<file path="src/rtl/mem_port_arbiter.sv">
// mem_port_arbiter: shares the core's single word-wide memory port between
// instruction fetch (I) and load/store (D). One transaction is in flight at a
// time. A starvation guard forces a fetch grant after STARVE_MAX consecutive
// data grants taken while fetch was waiting.
// Build option: define ARB_TIMEOUT_EN to abort a transaction (done + err) after
// TIMEOUT busy cycles without mem_ack; otherwise the arbiter waits forever.
module mem_port_arbiter #(
  parameter int AW         = 32,
  parameter int DW         = 32,
  parameter int STARVE_MAX = 4,
  parameter int TIMEOUT    = 64
) (
  input  logic              clk,
  input  logic              rst_n,
  input  logic              i_req,
  input  logic [AW-1:0]     i_addr,
  output logic [DW-1:0]     i_rdata,
  output logic              i_done,
  input  logic              d_req,
  input  logic              d_we,
  input  logic [AW-1:0]     d_addr,
  input  logic [DW-1:0]     d_wdata,
  input  logic [DW/8-1:0]   d_wstrb,
  output logic [DW-1:0]     d_rdata,
  output logic              d_done,
  output logic              err,
  output logic              stall,
  output logic              mem_req,
  output logic              mem_we,
  output logic [AW-1:0]     mem_addr,
  output logic [DW-1:0]     mem_wdata,
  output logic [DW/8-1:0]   mem_wstrb,
  input  logic [DW-1:0]     mem_rdata,
  input  logic              mem_ack
);

  localparam logic [1:0] ST_IDLE  = 2'd0;
  localparam logic [1:0] ST_IBUSY = 2'd1;
  localparam logic [1:0] ST_DBUSY = 2'd2;

  // Word-aligns every address presented to memory.
  localparam logic [AW-1:0] ADDR_MASK  = {{(AW-2){1'b1}}, 2'b00};
  localparam logic [3:0]    STARVE_LIM = 4'(STARVE_MAX);

  logic [1:0] state;
  logic [3:0] starve;
  logic       busy;
  logic       grant_d;
  logic       finish;
  logic       abort;

  assign busy    = (state != ST_IDLE);
  // Data wins unless fetch is waiting and has already been passed over STARVE_MAX times.
  assign grant_d = d_req && (!i_req || (starve < STARVE_LIM));

`ifdef ARB_TIMEOUT_EN
  localparam int            TW      = $clog2(TIMEOUT + 1);
  localparam logic [TW-1:0] TO_LAST = TW'(TIMEOUT - 1);

  logic [TW-1:0] tmo_cnt;

  // Abort fires on the TIMEOUT-th busy cycle that still has no ack.
  assign abort = busy && !mem_ack && (tmo_cnt == TO_LAST);

  // Counts ack-less busy cycles; held at zero while idle so each grant starts fresh.
  always_ff @(posedge clk or negedge rst_n) begin
    if (!rst_n) begin
      tmo_cnt <= '0;
    end else if (!busy) begin
      tmo_cnt <= '0;
    end else if (!mem_ack) begin
      tmo_cnt <= tmo_cnt + TW'(1);
    end
  end
`else
  assign abort = 1'b0;
`endif

  assign finish = busy && (mem_ack || abort);
  assign i_done = (state == ST_IBUSY) && finish;
  assign d_done = (state == ST_DBUSY) && finish;
  assign err    = abort;

  // Read data is a pass-through of the ack cycle only; stores and aborts return zero.
  assign i_rdata = ((state == ST_IBUSY) && mem_ack) ? mem_rdata : '0;
  assign d_rdata = ((state == ST_DBUSY) && mem_ack && !mem_we) ? mem_rdata : '0;

  // The pipeline may advance in the completion cycle if nobody else is waiting.
  assign stall = (i_req || d_req || busy)
                 && !((i_done && !d_req) || (d_done && !i_req));

  // Grant sequencing: latch the winner onto the memory port, hold until ack or abort.
  always_ff @(posedge clk or negedge rst_n) begin
    if (!rst_n) begin
      state     <= ST_IDLE;
      starve    <= '0;
      mem_req   <= 1'b0;
      mem_we    <= 1'b0;
      mem_addr  <= '0;
      mem_wdata <= '0;
      mem_wstrb <= '0;
    end else begin
      case (state)
        ST_IDLE: begin
          if (grant_d) begin
            state     <= ST_DBUSY;
            mem_req   <= 1'b1;
            mem_we    <= d_we;
            mem_addr  <= d_addr & ADDR_MASK;
            mem_wdata <= d_wdata;
            mem_wstrb <= d_we ? d_wstrb : '0;
            if (i_req && (starve != 4'hF)) begin
              starve <= starve + 4'd1;
            end
          end else if (i_req) begin
            state     <= ST_IBUSY;
            mem_req   <= 1'b1;
            mem_we    <= 1'b0;
            mem_addr  <= i_addr & ADDR_MASK;
            mem_wdata <= '0;
            mem_wstrb <= '0;
            starve    <= '0;
          end
        end
        default: begin
          if (finish) begin
            state   <= ST_IDLE;
            mem_req <= 1'b0;
          end
        end
      endcase
    end
  end

endmodule

</file>
<file path="config.mk">
export PLATFORM = sky130hd
export DESIGN_NAME = mem_port_arbiter
export DESIGN_NICKNAME = d
export VERILOG_FILES = /design/src/rtl/mem_port_arbiter.sv
export SDC_FILE = /design/constraint.sdc
export NUM_CORES = 1
export LEC_CHECK = 0
export CAP_MARGIN = 20
export CORE_UTILIZATION = 31
export DETAILED_ROUTE_END_ITERATION = 10
export PLACE_DENSITY_LB_ADDON = 0.12
export SYNTH_ARGS = -nofsm -noshare
export SYNTH_HDL_FRONTEND = slang
export SYNTH_SLANG_ARGS = --single-unit
</file>
<file path="constraint.sdc">
create_clock -name clk -period 1.4 [get_ports clk]
set_input_delay 0.35 -clock clk [delete_from_list [all_inputs] [get_ports clk]]
set_output_delay 0.35 -clock clk [all_outputs]
set_load 0.05 [all_outputs]
</file>
==> results of run 1 <==
[worst max-delay path, stage by stage (launching register included)]
cell	delay, ps
dfrtp_1	380
nand3b_1	230
nor2_4	120
buf_4	130
buf_16	130
and2_4	160
buf_12	130
[timing repair]
item                       CTS  global route
buffers inserted             9             2
setup endpoints to repair  138           137
gates resized for setup     29            10
gates cloned                 9             4
hold endpoints to repair     0             0
pin swaps                    6             5
[synth_stat cells, types with 2 or more instances]
cell | count | area share, %
and3_1 | 2 | 0.35
and2_1 | 65 | 11
buf_2 | 13 | 1.8
nand2_1 | 2 | 0.21
nor3b_1 | 6 | 1.3
dfrtp_1 | 74 | 52
buf_6 | 4 | 1.3
a22o_1 | 37 | 9.0
nor2_1 | 3 | 0.31
nor3b_2 | 25 | 8.7
a221o_1 | 30 | 8.4
buf_4 | 3 | 0.63
clkbuf_1 | 10 | 1.0
a21o_1 | 2 | 0.42
inv_1 | 4 | 0.42
o21ai_1 | 4 | 0.56
[logic make-up after synthesis]
logic type | synth area share, %
buf+inv | 5.16
other cells | 0.105
flops | 51.6
mux | 0.314
simple gates | 23.4
fa+ha+maj | 0.349
compound gates | 19.1
[placed cells by master (no fill, tap or decap), drive strengths merged, types with 2 or more instances in the layout]
| cell type | Yosys | routed |
|---|---|---|
| a21o | 2 | 2 |
| a221o | 30 | 30 |
| nor2 | 4 | 4 |
| buf | 20 | 173 |
| and3 | 2 | 2 |
| dlygate4sd2 | 0 | 3 |
| clkbuf | 10 | 16 |
| and2 | 65 | 65 |
| conb | 1 | 3 |
| nor3b | 31 | 31 |
| clkdlybuf4s50 | 0 | 129 |
| a22o | 37 | 37 |
| nand2 | 2 | 2 |
| dfrtp | 74 | 74 |
| o21ai | 5 | 5 |
| inv | 4 | 4 |
[where the power goes]
group | internal, W | switching [W]
clock | 0.00127 | 0.000814
sequential | 0.00311 | 0.00111
combinational | 0.00648 | 0.00620
total | 0.0109 | 0.00812
[final timing paths]
path	start	end	slack, ps
min reg2reg	starve[1]	starve[1]	530
min in group clk	starve[1]	starve[1]	530
max	state[0]	d_rdata[18]	-560
max reg2reg	state[0]	starve[0]	-320
max in group asynchronous	rst_n	mem_we	1030
min	rst_n	mem_addr[9]	20
[layout make-up]
| type | instances | area [um^2] | area share (%) |
|---|---|---|---|
| Timing Repair Buffer | 309 | 4730 | 53.4 |
| Multi-Input combinational cell | 190 | 1830 | 20.6 |
| Inverter | 4 | 17.5 | 0.197 |
| Clock buffer | 13 | 260 | 2.93 |
| Tap cell | 140 | 175 | 1.97 |
| Antenna cell | 1 | 2.50 | 0.0282 |
| Sequential cell | 74 | 1850 | 20.9 |
[state kept, by name, indices dropped and copies added (netlist names)]
signal / count
mem_addr: 30
mem_req: 1
mem_wdata: 32
mem_we: 1
mem_wstrb: 4
starve: 4
state: 2
[per-layer routing]
metal	vias to the layer above	share of wire [%]	wire (um)	track usage (%)
met2	195	51	7900	44.6
met3	34	8.7	1340	8.06
li1	1675	-	-	-
met5	-	0.085	13	0
met1	1800	36	5580	29.0
met4	2	3.5	538	12.9
[through the flow]
stage / TNS, ps / worst slack [ps] / instance area [um^2]
floorplan: -6960 / -131 / 3780
global placement: -66020 / -583 / 8080
detailed placement: -71220 / -650 / 8080
CTS: -42790 / -577 / 8760
global route: -51170 / -625 / 8870
finish: -43060 / -559 / 8870
==> reports/results.ini, run 1 <==
[status]
status=finished with violations
violations=setup timing

[critical_path]
cp.arrival_ps=1610
criticalPathCategory=register to primary output
worstPathMaxFanout=16
required_ps=1050
setup.worst_path.start_class=register
endpoint_kind=primary output
reg2regPathDepth=5

[clock_network]
root_buffer=clkbuf_16
clockBufferDepth=2
cts_made_buffers=9
hold_buffers=0
clkTransAtPathRegs_ps=50
clkSinkCount=74
tritoncts=done
cts.htree.levels=3
clock_latency_ps=330

[synthesis]
synthesis.area_mm2=0.00359
ys_warn_count=0
synthCells=296
seq_area_frac_synth_pct=51.6
async_reset_ff_share_pct=100
synth_edf_count=0
yosysUniqueCellTypes=28
ys_ff_latch=74
avgSynthCellArea_um2=12.1
synth_ff_type=dfrtp_1

[layout]
final_cells=731
fin_util_pct=80.4
layout-drive-gt1-share_pct=49.5
layout.nets=727
syn_to_final_growth_pct=147
nFillCells=663

[run]
maxCapViolCount=0

[sta]
post-route-min-period_ps=1960
maxClockFrequency_ghz=0.510
finalCritPeriodShare_pct=140
setup_violations=130
finalClockSkew_ps=5.12
whs_ps=23.2
hold_violations=0
rsz0062_at_grt=true
setup_slack_ps=-559
slew_violations=0

[placement]
dp.cells=697
portBuffers=268
gp_congestion=0.861
dp_hpwl_mm=10.9

[route]
vias_per_cell=5.07
drt_wl_total_mm=15.4
wl_per_cell_um=21.0
vias=3706
drc=0
firstDrtPassIters=4
drtAntennaViolNets=0
first_iter_violations=187

[grt]
antenna_found_initial=2
grt_pass1_wl_mm=22.7
grt_remaining_overflow=0
grt_pass1_vias=3814
grt_usage_pct=25.9
grt_max_degree=75

[floorplanning]
chipHeight_um=110
dieArea_mm2=0.0120
die_x_um=110
io_pins=276
rows=38
coreArea_mm2=0.0110
initial_core_util_pct=32.5

[pwr]
total_power_w=0.0190
power.density_mw_per_mm2=2140
cellLeakagePower_nw=3.84
ir_worst_vdd_v=0.00145

[worst_hold_path]
hold_class=input pin to async pin

Power figures use the tool's default switching activity.
==> run 2, diff against run 1 <==
--- a/config.mk
+++ b/config.mk
@@ -9,6 +9,7 @@
 export CORE_UTILIZATION = 31
 export DETAILED_ROUTE_END_ITERATION = 10
 export PLACE_DENSITY_LB_ADDON = 0.12
+export SLEW_MARGIN = 20
 export SYNTH_ARGS = -nofsm -noshare
 export SYNTH_HDL_FRONTEND = slang
 export SYNTH_SLANG_ARGS = --single-unit
==> results of run 2 <==
Final layout, timing and power as in run 1 (identical DEF).
